[src/rtl/led_sweeper_pkg.sv]
// Shared definitions for the LED sweeper: pattern mode encodings and
// the position-width helper used by every instance.
package led_sweeper_pkg;

    typedef enum logic [1:0] {
        MODE_BOUNCE    = 2'd0,
        MODE_RING_UP   = 2'd1,
        MODE_RING_DOWN = 2'd2,
        MODE_FREEZE    = 2'd3
    } mode_e;

    // Width of a position index for a bank of w LEDs, never below one bit.
    function automatic int pos_width(input int w);
        return (w > 1) ? $clog2(w) : 1;
    endfunction

endpackage

[src/rtl/led_sweeper_tick_div.sv]
// Step prescaler: emits one tick every (i_div + 1) enabled clocks.
// The tick uses a >= compare so that lowering i_div mid-count ticks on
// the very next enabled clock instead of running the counter around.
module led_tick_div #(
    parameter int DIV_W = 24
) (
    input  logic             i_clk,
    input  logic             i_reset,
    input  logic             i_en,
    input  logic [DIV_W-1:0] i_div,
    output logic             o_tick
);

    logic [DIV_W-1:0] cnt_q, cnt_d;

    // Tick decision and next count; count holds while disabled.
    always_comb begin
        o_tick = i_en && (cnt_q >= i_div);
        cnt_d  = cnt_q;
        if (i_en) begin
            cnt_d = o_tick ? '0 : cnt_q + DIV_W'(1);
        end
    end

    // Counter register with synchronous reset.
    always_ff @(posedge i_clk) begin
        if (i_reset) begin
            cnt_q <= '0;
        end else begin
            cnt_q <= cnt_d;
        end
    end

endmodule

[src/rtl/led_sweeper.sv]
// One-hot LED position generator. A single lit LED moves across a
// WIDTH-bit bank on prescaled ticks in bounce, ring-up, ring-down or
// freeze patterns. All outputs come straight from registers.
module led_sweeper
    import led_sweeper_pkg::*;
#(
    parameter int WIDTH = 8,
    parameter int DIV_W = 24,
    localparam int POS_W = pos_width(WIDTH)
) (
    input  logic             i_clk,
    input  logic             i_reset,
    input  logic             i_en,
    input  logic [1:0]       i_mode,
    input  logic [DIV_W-1:0] i_div,
    output logic [WIDTH-1:0] o_led,
    output logic [POS_W-1:0] o_pos,
    output logic             o_dir,
    output logic             o_wrap
);

    localparam logic [POS_W-1:0] POS_MAX = POS_W'(WIDTH - 1);

    logic             tick;
    mode_e            mode;
    logic             go_up;
    logic [POS_W-1:0] pos_q, pos_d;
    logic             dir_q, dir_d;
    logic             wrap_q, wrap_d;
    logic [WIDTH-1:0] led_q, led_d;

    led_tick_div #(
        .DIV_W (DIV_W)
    ) u_tick_div (
        .i_clk   (i_clk),
        .i_reset (i_reset),
        .i_en    (i_en),
        .i_div   (i_div),
        .o_tick  (tick)
    );

    // Mode is only acted upon on a tick, so it needs no separate register.
    always_comb mode = mode_e'(i_mode);

    // Next position/direction/wrap; the one-hot drive is decoded from the
    // next position so it lands on the same edge as o_pos.
    always_comb begin
        pos_d  = pos_q;
        dir_d  = dir_q;
        wrap_d = 1'b0;
        go_up  = 1'b0;
        if (tick) begin
            case (mode)
                MODE_BOUNCE: begin
                    // The ends override the stored direction so a pattern
                    // entered at either end never tries to step off the bank.
                    if (pos_q == '0) begin
                        go_up = 1'b1;
                    end else if (pos_q == POS_MAX) begin
                        go_up = 1'b0;
                    end else begin
                        go_up = !dir_q;
                    end
                    if (go_up) begin
                        pos_d = pos_q + POS_W'(1);
                        dir_d = (pos_d == POS_MAX);
                    end else begin
                        pos_d  = pos_q - POS_W'(1);
                        dir_d  = (pos_d != '0);
                        wrap_d = (pos_d == '0);
                    end
                end
                MODE_RING_UP: begin
                    dir_d = 1'b0;
                    if (pos_q == POS_MAX) begin
                        pos_d  = '0;
                        wrap_d = 1'b1;
                    end else begin
                        pos_d = pos_q + POS_W'(1);
                    end
                end
                MODE_RING_DOWN: begin
                    dir_d = 1'b1;
                    if (pos_q == '0) begin
                        pos_d  = POS_MAX;
                        wrap_d = 1'b1;
                    end else begin
                        pos_d = pos_q - POS_W'(1);
                    end
                end
                default: begin
                    // Freeze: position and direction hold, no wrap.
                end
            endcase
        end
        led_d = WIDTH'(1) << pos_d;
    end

    // State and output registers with synchronous reset.
    always_ff @(posedge i_clk) begin
        if (i_reset) begin
            pos_q  <= '0;
            dir_q  <= 1'b0;
            wrap_q <= 1'b0;
            led_q  <= WIDTH'(1);
        end else begin
            pos_q  <= pos_d;
            dir_q  <= dir_d;
            wrap_q <= wrap_d;
            led_q  <= led_d;
        end
    end

    assign o_led  = led_q;
    assign o_pos  = pos_q;
    assign o_dir  = dir_q;
    assign o_wrap = wrap_q;

endmodule
[config.mk]
export PLATFORM = sky130hd
export DESIGN_NAME = led_sweeper
export DESIGN_NICKNAME = d
export VERILOG_FILES = /design/src/rtl/led_sweeper_pkg.sv /design/src/rtl/led_sweeper_tick_div.sv /design/src/rtl/led_sweeper.sv
export SDC_FILE = /design/constraint.sdc
export NUM_CORES = 1
export LEC_CHECK = 0
export ABC_AREA = 1
export CAP_MARGIN = 20
export CELL_PAD_IN_SITES_DETAIL_PLACEMENT = 0
export CELL_PAD_IN_SITES_GLOBAL_PLACEMENT = 1
export CORE_MARGIN = 5
export CORE_UTILIZATION = 34
export CTS_CLUSTER_DIAMETER = 80
export DETAILED_ROUTE_END_ITERATION = 8
export GPL_TIMING_DRIVEN = 0
export PLACE_DENSITY = 0.86
export SLEW_MARGIN = 20
export SYNTH_ARGS = -nofsm -noshare
export SYNTH_HDL_FRONTEND = slang
export SYNTH_SLANG_ARGS = --single-unit
[constraint.sdc]
create_clock -name i_clk -period 2 [get_ports i_clk]
set_clock_uncertainty 0.15 [all_clocks]
set_input_delay 0.3 -clock i_clk [delete_from_list [all_inputs] [get_ports i_clk]]
set_output_delay 0.3 -clock i_clk [all_outputs]
set_load 0.1 [all_outputs]
Word-level counts from Yosys, hierarchy flattened. Index checks and enable logic that the tools add are counted.

Register bits: 37. Output and inout bits: 13.

$add $sub $neg: 3. Shift operators: 1. Multiplexer cells: 16. Reductions and logical operators: 9. Eq/ne operators: 4. Magnitude comparators: 1. Bitwise gates (word level): 1.

Operator list (number): $add A24 B1 Y24 const B (1); $ge A24 B24 Y1 (1); $mux W24 (1); $mux W3 (4); $pmux W3 S3 (1); $mux W1 (8); $shl A1 B3 Y8 const A (1); $eq A3 B3 Y1 const B (2); $logic_not A3 Y1 (2); $pmux W1 S3 (2); $reduce_bool A3 Y1 (2); $add A3 B1 Y3 const B (1); $sub A3 B1 Y3 const B (1); $eq A2 B1 Y1 const B (1); $eq A2 B2 Y1 const B (1); $logic_not A2 Y1 (1); $reduce_and A2 Y1 (1); $reduce_or A2 Y1 (1); $logic_and A1 B1 Y1 (1); $logic_not A1 Y1 (1); $not A1 Y1 (1).

Longest topological paths before layout.
Depth after elaboration: 9. Depth in mapped cells: 16. Gate-level depth less buffers: 16.

Cells and area by module. From an unflattened synthesis, not the netlist that was laid out.

Cells, all modules: 390. Area total of the unflattened synthesis: 2692.6 µm².

Modules (own cells, without submodules): led_tick_div (times used 1, cells an instance 284, area each 1935.6 µm², seq. area each 480.5 µm²); led_sweeper (times used 1, cells an instance 106, area each 757.0 µm², seq. area each 260.2 µm²).

Least setup slack after synthesis. No wires, ideal clock.

Kind: register to register. Start: reg pos_q[0], in the netlist o_pos[0]. End: reg led_q[0], in the netlist o_led[0]. Clock period less this slack: 2653 ps. Arrival: 2439 ps. Stages on the path, launching flop included: 16. Setup slack: -653 ps. Data required time: 1786 ps. Cell sequence: dfxtp_1 -> inv_1 -> ha_1 -> inv_1 -> nor2_1 -> nor2_1 -> nand2_1 -> nand3_1 -> nand3_1 -> nand2_1 -> inv_1 -> nand3_1 -> nand2_1 -> nand2_1 -> nand2_1 -> nor2_1.

Word-level cells in the longest chain between the ends: 9. Elaborated cells on any way between the ends: 14. Classes of those cells: add/sub: 2; eq/ne: 1; shift: 1; mux: 9; reduce/logical: 1.

Ends and longest elaborated chain: from (decl) (line led_sweeper.sv:27) `logic [POS_W-1:0] pos_q, pos_d;`; from (signal assigned) (line led_sweeper.sv:107) `pos_q <= pos_d;`; $eq A3 B3 Y1 (line led_sweeper.sv:59, led_sweeper.sv:75); $mux W1 (line led_sweeper.sv:59) `end else if (pos_q == POS_MAX) begin`; $mux W1 (line led_sweeper.sv:57) `if (pos_q == '0) begin`; $mux W1 (line led_sweeper.sv:53) `case (mode)`; $mux W1 (line led_sweeper.sv:52) `if (tick) begin`; $mux W3 (line led_sweeper.sv:64) `if (go_up) begin`; $pmux W3 S3 (line led_sweeper.sv:53); $mux W3 (*) (line led_sweeper.sv:52); $shl A1 B3 Y8 (*) (line led_sweeper.sv:96) `led_d = WIDTH'(1) << pos_d;`; to (signal assigned) (line led_sweeper.sv:110) `led_q <= led_d;`; to (decl) (line led_sweeper.sv:30) `logic [WIDTH-1:0] led_q, led_d;`.

Every way passes the cells marked *; elsewhere a longest branch is shown, timed or not. The select of a mux whose other input is x is not followed. A chain may end at the register's enable or synchronous reset.

Worst setup path after layout.
Start: reg u_tick_div.cnt_q[15]. End: reg led_q[0], in the netlist o_led[0].

Word-level cells in the longest chain between the ends: 4.

Ends and longest elaborated chain: from (decl) (line led_sweeper_tick_div.sv:14) `logic [DIV_W-1:0] cnt_q, cnt_d;`; from (signal assigned) (line led_sweeper_tick_div.sv:30) `cnt_q <= cnt_d;`; $ge A24 B24 Y1 (line led_sweeper_tick_div.sv:18) `o_tick = i_en && (cnt_q >= i_div);`; $logic_and A1 B1 Y1 (line led_sweeper_tick_div.sv:18); $mux W3 (line led_sweeper.sv:52); $shl A1 B3 Y8 (line led_sweeper.sv:96).

Every way passes these cells.

==> flow_metrics.env <==
export IMPL_outcome="finished, final reports clean"
export IMPL_synth_edff_count=0
export IMPL_holdPathStages=2
export IMPL_cp_common_cell="nand2_4"
export IMPL_setup_violations_final=0
export IMPL_clock_fmax_ghz=0.506
export IMPL_ys_seq_area_share_pct=29.0
export IMPL_finalHoldViolCount=0
export IMPL_maxCapViolations=0
export IMPL_swShare_pct=22.8
export IMPL_cts_tree="yes"
export IMPL_ctsHtreeMaxLevel=2
export IMPL_synth_top_area_cell="dfxtp_1"
export IMPL_layout_min_cycle_time_ps=1980
export IMPL_cp_end_kind="flip-flop"
export IMPL_ctsRootBufferMaster="clkbuf_8"
export IMPL_async_flop_share_pct=0
export IMPL_ios=42
export IMPL_postCtsHoldBufs=0
export IMPL_startpoint_type="flip-flop"
export IMPL_final_layout_size_suffix_gt1_share_pct=35.3
export IMPL_routed_wl_mm=6.31
export IMPL_drtIter0Drc=81
export IMPL_worst_path_max_delay_cell="dfxtp_4"
export IMPL_hp_class="reg -> reg"
export IMPL_pwr_share_clk_pct=45.6
export IMPL_netlist_area_sq_um=2560
export IMPL_ir_worst_vdd_uv=245
export IMPL_drc=0
export IMPL_grt_pass1_vias=2301
export IMPL_first_pass_iters=5
export IMPL_cts_sinks=37
export IMPL_dp_slack_ps=-704
export IMPL_total_power_uw=1700
export IMPL_fin_nets=505
export IMPL_fin_crit_sh_pct=98.8
export IMPL_ys_types=30
export IMPL_reg2reg_depth=10
export IMPL_die_y_microns=96.7
export IMPL_grt_max_degree=13
export IMPL_leakage_uw=0.00178
export IMPL_internal_power_uw=1310
export IMPL_crit_path_max_incr_delay_ps=360
export IMPL_gp_congestion=0.835
export IMPL_synthFlopType="dfxtp_1"
export IMPL_ys_seq_elements=37
export IMPL_pwr_share_seq_pct=42.5
export IMPL_wl_per_cell_microns=11.7
export IMPL_area_delta_synth_final_pct=54.5
export IMPL_yosys_area_top_type_share_pct=29.0
export IMPL_grt_overflow_total=0
export IMPL_syn_nets=437
export IMPL_critical_path_class="reg -> reg"
export IMPL_avgSynthCellArea_sq_um=6.85
export IMPL_ant_nets=0
export IMPL_port_buffers=41
export IMPL_clockBufferDepth=2
export IMPL_slew_violations=0
export IMPL_ys_top_cells_by_count="nand2_1 (82), inv_1 (66), nor2_1 (56)"
export IMPL_cts_clk_slew_worst_paths_ps=70
export IMPL_crit_arrival_ps=2010
export IMPL_synth_most_common_cell="nand2_1"
export IMPL_grtUsageTotal_pct=12.9
export IMPL_die_area_sq_um=9350
export IMPL_drt_vias_per_instance=4.60
export IMPL_critPathMaxFanout=5
export IMPL_vias=2486
export IMPL_crit_path_cell_trace="ha_4, nand2_4, nor2_4, nand4_1, nor2_2, nand2_2, nand2_4, nand3_1, a21oi_1, nor2_1"
export IMPL_fin_ws_ps=23.3
export IMPL_rsz0062_at_grt="yes"
export IMPL_dp_hpwl_mm=4.42
export IMPL_netlist_instances=373
export IMPL_p_comb_share_pct=11.9
export IMPL_critPathRequiredTime_ps=2040
export IMPL_switchingPower_uw=389
export IMPL_yosysWarnings=0
export IMPL_p_per_area_nw_per_um2=431
export IMPL_die_w_microns=96.7
export IMPL_placementRows=31
export IMPL_antenna_found_initial=0
export IMPL_grt_pass1_wl_mm=10.2
export IMPL_synth_area_leaders="dfxtp_1 (29%), ha_1 (17%), nand2_1 (12%), inv_1 (9.7%), nor2_1 (8.2%)"
export IMPL_tightest_slew_ps=960
export IMPL_antenna_cells=0
export IMPL_cts_buffers=5
export IMPL_max_slew_margin_pct=36.3
export IMPL_clk_latency_ps=300
export IMPL_core_sq_um=7290
export IMPL_start_util_pct=35.1
## layout by cell type (no fill, tap or decap), drive strengths merged, types with 4 or more instances in the layout
cell / n
nor3: 11
xnor2: 4
a21oi: 19
nand2: 84
nand3: 21
o21ai: 8
nor2: 60
xor2: 8
dfxtp: 37
dlygate4sd2: 32
ha: 35
buf: 22
inv: 67
clkbuf: 9
## power groups by stage
stage          Combinational, uW  Sequential [uW]  Clock [uW]
2_1_floorplan               78.7              755           0
3_3_place_gp                 152              756           0
3_5_place_dp                 156              756           0
4_1_cts                      183              736         791
5_1_grt                      230              723         823
6_report                     203              723         777
## logic make-up after synthesis
kind of cell	Yosys count	synth area share, %
AO/OA/AOI/OAI	35	7.64
XOR/XNOR	12	4.11
adder cells (fa/ha/maj)	35	17.1
buffers and inverters	70	10.4
flip-flops	37	29.0
AND/OR/NAND/NOR	184	31.8
## worst paths after layout
kind / from / endpoint / slack (ps)
setup / recovery: u_tick_div.cnt_q[15]$_SDFFE_PP0P_ / o_led[0]$_SDFF_PP1_ / 20
hold / removal: o_dir$_SDFFE_PP0P_ / o_dir$_SDFFE_PP0P_ / 340
setup reg to reg: u_tick_div.cnt_q[15]$_SDFFE_PP0P_ / o_led[0]$_SDFF_PP1_ / 20
hold reg to reg: o_dir$_SDFFE_PP0P_ / o_dir$_SDFFE_PP0P_ / 340
## repair_timing
| action | in CTS | in global routing |
|---|---|---|
| gates cloned | 2 | 0 |
| resized for setup | 109 | 89 |
| pin swaps | 35 | 38 |
| setup endpoints to repair | 50 | 39 |
| setup buffers | 6 | 13 |
## critical path: cells and delay by family, from the launching register on
kind                       cells  cell delay [ps]
AOI/OAI and AO/OA              1              250
adders and majority gates      1              280
and+or+nand+nor                8              840
DFF                            1              360
## sequential cells by signal, summed over array words and instances (netlist names)
register          cells
u_tick_div.cnt_q     24
o_led                 8
o_pos                 3
o_dir                 1
o_wrap                1
## routing by layer
layer	routed length (microns)	vias to the layer above	GRT usage (%)	share of wire, %
li1	-	1307	-	-
met1	3000	1131	17.0	47
met2	2990	43	20.0	47
met3	240	5	3.09	3.8
met4	83	0	5.40	1.3
met5	0	-	0	0
## area by class of cell
class | count | area [sq um]
Fill cell | 708 | 3340
Multi-Input combinational cell | 266 | 2060
Timing Repair Buffer | 61 | 537
Tap cell | 99 | 124
Clock inverter | 3 | 65.1
Sequential cell | 37 | 811
Inverter | 67 | 254
Buffer | 3 | 30.0
Clock buffer | 5 | 68.8
## per-stage QoR
stage               hold slack, ps  cell area (sq um)  TNS, ps  instances  util [%]
floorplan                      221               2570    -10.1        373         -
global placement               322               3100   -20840        513      42.6
detailed placement             322               3100   -21950        513      42.6
CTS                            336               3520        0        529      48.2
global route                   359               3950     -513        541      54.2
finish                         339               3950        0        541      54.2
(Power assumes the default switching activity.)
